[src/rtl/ex_hazard_ctrl.sv]
// EX-stage pipeline sequencing controller: load-use stalls, branch/jump redirect
// flushes, data-memory wait stalls with a timeout watchdog, and a stall-cycle counter.

`ifndef LD
`define LD 7'b0000011
`endif

module ex_hazard_ctrl #(
    parameter int unsigned EXTRA_FLUSH = 0,
    parameter int unsigned MEM_TIMEOUT = 255,
    parameter int unsigned CNT_W       = 16
) (
    input  logic             clk,
    input  logic             rst_n,
    input  logic             i_id_valid,
    input  logic [4:0]       i_id_rs1_addr,
    input  logic [4:0]       i_id_rs2_addr,
    input  logic             i_id_use_rs1,
    input  logic             i_id_use_rs2,
    input  logic             i_ex_valid,
    input  logic [6:0]       i_ex_opcode,
    input  logic [4:0]       i_ex_rd_addr,
    input  logic             i_ex_boj,
    input  logic             i_ex_jalr,
    input  logic             i_mem_req,
    input  logic             i_mem_ready,
    output logic             o_stall_if,
    output logic             o_stall_id,
    output logic             o_stall_ex,
    output logic             o_stall_mem,
    output logic             o_bubble_ex,
    output logic             o_flush_id,
    output logic             o_flush_ex,
    output logic             o_pc_sel,
    output logic             o_mem_err,
    output logic [CNT_W-1:0] o_stall_cnt
);

    localparam int unsigned FL_W  = 3;
    localparam int unsigned TMO_W = 16;

    typedef enum logic [1:0] {
        INIT,
        RUN,
        FLUSH,
        MEM_WAIT
    } state_t;

    state_t             state;
    state_t             state_nxt;
    logic [FL_W-1:0]    fl_cnt;
    logic [FL_W-1:0]    fl_cnt_nxt;
    logic [TMO_W-1:0]   tmo_cnt;
    logic [TMO_W-1:0]   tmo_cnt_nxt;
    logic               cnt_inc;

    logic mem_wait;
    logic redirect;
    logic load_use;

    // Hazard detection on the live pipeline-register fields
    assign mem_wait = i_mem_req & ~i_mem_ready;
    assign redirect = i_ex_valid & (i_ex_boj | i_ex_jalr);
    assign load_use = i_ex_valid && (i_ex_opcode == `LD) && (i_ex_rd_addr != 5'd0) && i_id_valid &&
                      ((i_id_use_rs1 && (i_id_rs1_addr == i_ex_rd_addr)) ||
                       (i_id_use_rs2 && (i_id_rs2_addr == i_ex_rd_addr)));

    // Next-state and stage-control decode
    always_comb begin
        state_nxt   = state;
        fl_cnt_nxt  = fl_cnt;
        tmo_cnt_nxt = tmo_cnt;
        cnt_inc     = 1'b0;
        o_stall_if  = 1'b0;
        o_stall_id  = 1'b0;
        o_stall_ex  = 1'b0;
        o_stall_mem = 1'b0;
        o_bubble_ex = 1'b0;
        o_flush_id  = 1'b0;
        o_flush_ex  = 1'b0;
        o_pc_sel    = 1'b0;
        o_mem_err   = 1'b0;

        case (state)
            INIT: begin
                o_stall_if = 1'b1;
                o_stall_id = 1'b1;
                o_flush_id = 1'b1;
                o_flush_ex = 1'b1;
                state_nxt  = RUN;
            end

            RUN: begin
                if (mem_wait) begin
                    o_stall_if  = 1'b1;
                    o_stall_id  = 1'b1;
                    o_stall_ex  = 1'b1;
                    o_stall_mem = 1'b1;
                    cnt_inc     = 1'b1;
                    tmo_cnt_nxt = '0;
                    state_nxt   = MEM_WAIT;
                end else if (redirect) begin
                    o_pc_sel   = 1'b1;
                    o_flush_id = 1'b1;
                    o_flush_ex = 1'b1;
                    if (EXTRA_FLUSH != 0) begin
                        fl_cnt_nxt = '0;
                        state_nxt  = FLUSH;
                    end
                end else if (load_use) begin
                    o_stall_if  = 1'b1;
                    o_stall_id  = 1'b1;
                    o_bubble_ex = 1'b1;
                    cnt_inc     = 1'b1;
                end
            end

            FLUSH: begin
                o_flush_id = 1'b1;
                o_flush_ex = 1'b1;
                if (fl_cnt == FL_W'(EXTRA_FLUSH - 1)) begin
                    fl_cnt_nxt = '0;
                    state_nxt  = RUN;
                end else begin
                    fl_cnt_nxt = fl_cnt + FL_W'(1);
                end
            end

            MEM_WAIT: begin
                if (i_mem_ready) begin
                    tmo_cnt_nxt = '0;
                    state_nxt   = RUN;
                end else if (tmo_cnt == TMO_W'(MEM_TIMEOUT - 1)) begin
                    // Watchdog: give up on the access and let the pipe move
                    o_mem_err   = 1'b1;
                    tmo_cnt_nxt = '0;
                    state_nxt   = RUN;
                end else begin
                    o_stall_if  = 1'b1;
                    o_stall_id  = 1'b1;
                    o_stall_ex  = 1'b1;
                    o_stall_mem = 1'b1;
                    cnt_inc     = 1'b1;
                    tmo_cnt_nxt = tmo_cnt + TMO_W'(1);
                end
            end

            default: state_nxt = INIT;
        endcase
    end

    // State and counter registers
    always_ff @(posedge clk or negedge rst_n) begin
        if (!rst_n) begin
            state       <= INIT;
            fl_cnt      <= '0;
            tmo_cnt     <= '0;
            o_stall_cnt <= '0;
        end else begin
            state   <= state_nxt;
            fl_cnt  <= fl_cnt_nxt;
            tmo_cnt <= tmo_cnt_nxt;
            if (cnt_inc && (o_stall_cnt != {CNT_W{1'b1}})) begin
                o_stall_cnt <= o_stall_cnt + CNT_W'(1);
            end
        end
    end

endmodule

[config.mk]
export PLATFORM = sky130hd
export DESIGN_NAME = ex_hazard_ctrl
export DESIGN_NICKNAME = d
export VERILOG_FILES = /design/src/rtl/ex_hazard_ctrl.sv
export SDC_FILE = /design/constraint.sdc
export NUM_CORES = 1
export LEC_CHECK = 0
export CORE_MARGIN = 2
export CORE_UTILIZATION = 44
export DETAILED_ROUTE_END_ITERATION = 16
export PLACE_DENSITY = 0.87
export SYNTH_ARGS = -nofsm -noshare
export SYNTH_HDL_FRONTEND = slang
export SYNTH_SLANG_ARGS = --single-unit
export TNS_END_PERCENT = 50
[constraint.sdc]
create_clock -name clk -period 2 [get_ports clk]
set_input_delay 0.3 -clock clk [delete_from_list [all_inputs] [get_ports clk]]
set_output_delay 0.3 -clock clk [all_outputs]
set_load 0.01 [all_outputs]
==> impl_metrics.tcl <==
set metrics [dict create \
    drcViolationCount 0 \
    fin_skew_ns 0.00745 \
    die_height_microns 73.3 \
    detailedRoute.firstPassIterationCount 4 \
    fin_total_pwr_mw 2.26 \
    worst_hold_path_type "input pin to async pin" \
    htree_levels 2 \
    p_int_mw 1.56 \
    clock_power_share 0.255 \
    multi_input_area_sq_mm 0.00134 \
    synth-edff-count 0 \
    setup.worst_path.end_class "register" \
    crit_slowest_cell "dfrtp_1" \
    worstMarginPinSlew_ns 0.675 \
    cts-buffers-inserted 5 \
    routed_wl_microns 7160 \
    dominantRegCellSynth "dfrtp_1" \
    power-per-cell-area_mw_per_mm2 640 \
    timing.critical_path.to "o_stall_cnt[9]" \
    cts_hold_repair.buffers 0 \
    yosysSeqAreaShare 0.439 \
    grtUsageTotal 0.256 \
    via_count_of_the_first_global_routing_pass 2227 \
    worst_ir_drop_vdd_mv 0.503 \
    finalCriticalPeriod_ns 2.15 \
    run_status "complete, but fails checks" \
    yosys_warnings 0 \
    die_w_microns 73.3 \
    routedWlPerCell_microns 18.0 \
    post-place-cells 378 \
    area_of_the_core_sq_mm 0.00466 \
    cts.path.max_buffers 2 \
    worst_setup_path_start_kind "register" \
    worstSetupStartpoint "tmo_cnt[0]" \
    num-fill-cells 298 \
    synth.ff_latch_count 37 \
    sw_pwr_mw 0.700 \
    max_freq_ghz 0.465 \
    initialDrtViolationCount 188 \
    synth_top_cell_area_share 0.439 \
    clock-root-buffer "clkbuf_8" \
    antenna_found_initial 0 \
    ff_latch_area_sq_um 926 \
    synth_area_sq_mm 0.00211 \
    antenna-diode-count 0 \
    start_util 0.453 \
    synth_area_leaders "dfrtp_1 44%, xor2_1 7.1%, xnor2_1 5.4%" \
    worst-setup-path-type "register to register" \
    buffer_ports.inserted 56 \
    mappedNetlistNets 252 \
    cp_data_required_time_ns 2.21 \
    grt_max_degree 38 \
    min_period_over_period 1.07 \
    tritoncts_clock_tree "done" \
    global_route.overflow_total 0 \
    biggest_cell_delay_along_the_critical_path_ns 0.35 \
    flow.area_growth_from_synthesis_pct 67.3 \
    critPathMaxFanout 4 \
    regToRegStartpoint "tmo_cnt[0]" \
    clkSlewWorstSetupHoldPaths_ns 0.08 \
    route.antenna.remaining_nets 0 \
    global_route_wire_length_before_repair_microns 10400 \
    vias_per_cell 5.62 \
    cp_cell_sequence "inv_1, ha_2, and4b_1, a41o_4, and2_4, buf_6, a2bb2oi_4, buf_4, nor4_4, xor2_1" \
    setup.reg_to_reg.worst_slack_ns -0.15 \
    comb_power_share 0.367 \
    rows 25 \
    vias 2242 \
    swShare 0.310 \
    yosysUniqueCellTypes 44 \
    drv_cap 0 \
    estimated_wirelength_of_the_detail_placed_design_microns 4510 \
    failing_checks "setup timing" \
    part_of_the_total_power_dissipated_in_sequential_elements 0.378 \
    report.final.hold_viol_count 0 \
    finish.instance_area_sq_mm 0.00353 \
    gp_congestion 0.775 \
    postPlaceCellArea_sq_mm 0.00319 \
    drive_gt1_frac 0.357 \
    fin_cells 399 \
    total_leakage_power_nw 1.72 \
    yosys.area.top_type "dfrtp_1" \
    crit_arrival_ns 2.36 \
    synth_common_cells "37 x dfrtp_1, 19 x nand2_1, 18 x nor2_1, 18 x o21ai_0, 17 x xor2_1" \
    r2r_cells 10 \
    synthArstFlopShare 1.00 \
    rsz0062_at_grt "true" \
    synthMostInstantiatedCell "dfrtp_1" \
    numClockSinks 37 \
    slew_violations 0 \
    worstSkewPairLatency_ns 0.29 \
    slew_headroom 0.549 \
    setup_viol_count_final 20 \
    syn_area_per_cell_sq_um 9.82 \
    setup_ws_ns -0.150 \
    syn_inst 215 \
    die-area_sq_mm 0.00537 \
    layout.nets 381 \
    regToRegEndpoint "o_stall_cnt[9]" \
    io_pins 57 \
]
==> critical path, delay by kind of cell, from the launching register on <==
kind            cells  cell delay, ns
compound gates      2            0.41
flops               1            0.35
simple gates        3            0.61
xor+xnor            1            0.20
buf+inv             3            0.34
fa+ha+maj           1            0.17
==> worst min path at each step <==
stage / to / slack, ns / depth (start not counted)
after CTS: state[0] / 0.45 / 2
after floorplan: fl_cnt[0] / 0.004 / 0
after global placement: fl_cnt[0] / 0.47 / 1
after global routing: state[0] / 0.50 / 2
after detailed placement: fl_cnt[0] / 0.50 / 1
final: state[0] / 0.42 / 2
==> state kept, by name (all words and copies together) (netlist names) <==
signal,cells
o_stall_cnt,16
tmo_cnt,16
fl_cnt,3
state,2
==> layer usage <==
layer | routed length, microns | GRT usage | part of all wire | vias up
met5 | 0 | 0 | 0 | -
met4 | 268 | 0.0885 | 0.037 | 0
met3 | 500 | 0.0521 | 0.070 | 29
met2 | 3770 | 0.463 | 0.53 | 102
met1 | 2620 | 0.299 | 0.37 | 1088
li1 | - | - | - | 1023
==> final cells by class <==
type | instances | share of cell area
multi-input combinational | 168 | 0.380
timing repair buffer | 127 | 0.304
sequential | 37 | 0.262
clock buffer | 7 | 0.0273
tap | 54 | 0.0191
inverter | 5 | 0.00531
clock inverter | 1 | 0.00142
==> power by group through the flow <==
stage          sequential, mW  clock [mW]  combinational, mW
2_1_floorplan           0.932           0              0.238
6_report                0.855       0.577              0.829
3_5_place_dp            0.865           0              0.727
4_1_cts                 0.851       0.579              0.776
5_1_grt                 0.863       0.605              0.890
3_3_place_gp            0.861           0              0.709
==> kinds of logic (layout without fill, tap and decap cells) <==
kind of cell	count (synthesis)	in the layout	synth area share
AND/OR/NAND/NOR	97	97	0.264
flip-flops	37	37	0.439
AO/OA/AOI/OAI	31	32	0.0919
XOR/XNOR	30	30	0.124
buffers and inverters	11	140	0.0285
adder cells (fa/ha/maj)	5	5	0.0296
multiplexers	4	4	0.0225
==> per-stage QoR <==
| stage | TNS (ns) | util | setup slack, ns | hold WS, ns |
|---|---|---|---|---|
| after floorplan | -0.00596 | - | -0.00596 | 0.00441 |
| after global placement | -7.09 | 0.683 | -0.462 | 0.470 |
| after detailed placement | -10.07 | 0.683 | -0.572 | 0.497 |
| after CTS | -0.425 | 0.733 | -0.0995 | 0.447 |
| after global routing | -3.72 | 0.758 | -0.259 | 0.497 |
| final | -1.32 | 0.758 | -0.150 | 0.422 |
==> repair_timing <==
item,in CTS,in global routing
gates cloned,1,0
setup buffers,7,5
setup endpoints to repair,27,25
gates resized for setup,45,15
pin swaps,16,14
==> cell usage in the layout, fill, tap and decap left out, types with 4 or more instances in the layout <==
cell / n
a21oi_1: 5
buf_2: 5
buf_4: 70
clkbuf_8: 7
clkdlybuf4s50_1: 41
dfrtp_1: 37
dlygate4sd2_1: 6
inv_1: 5
nand2_1: 19
nand3_1: 8
nand4_1: 8
nor2_1: 17
nor3_1: 4
nor3_2: 7
nor4_4: 5
o21ai_0: 17
xnor2_1: 10
xor2_1: 17
(Power assumes the default switching activity.)
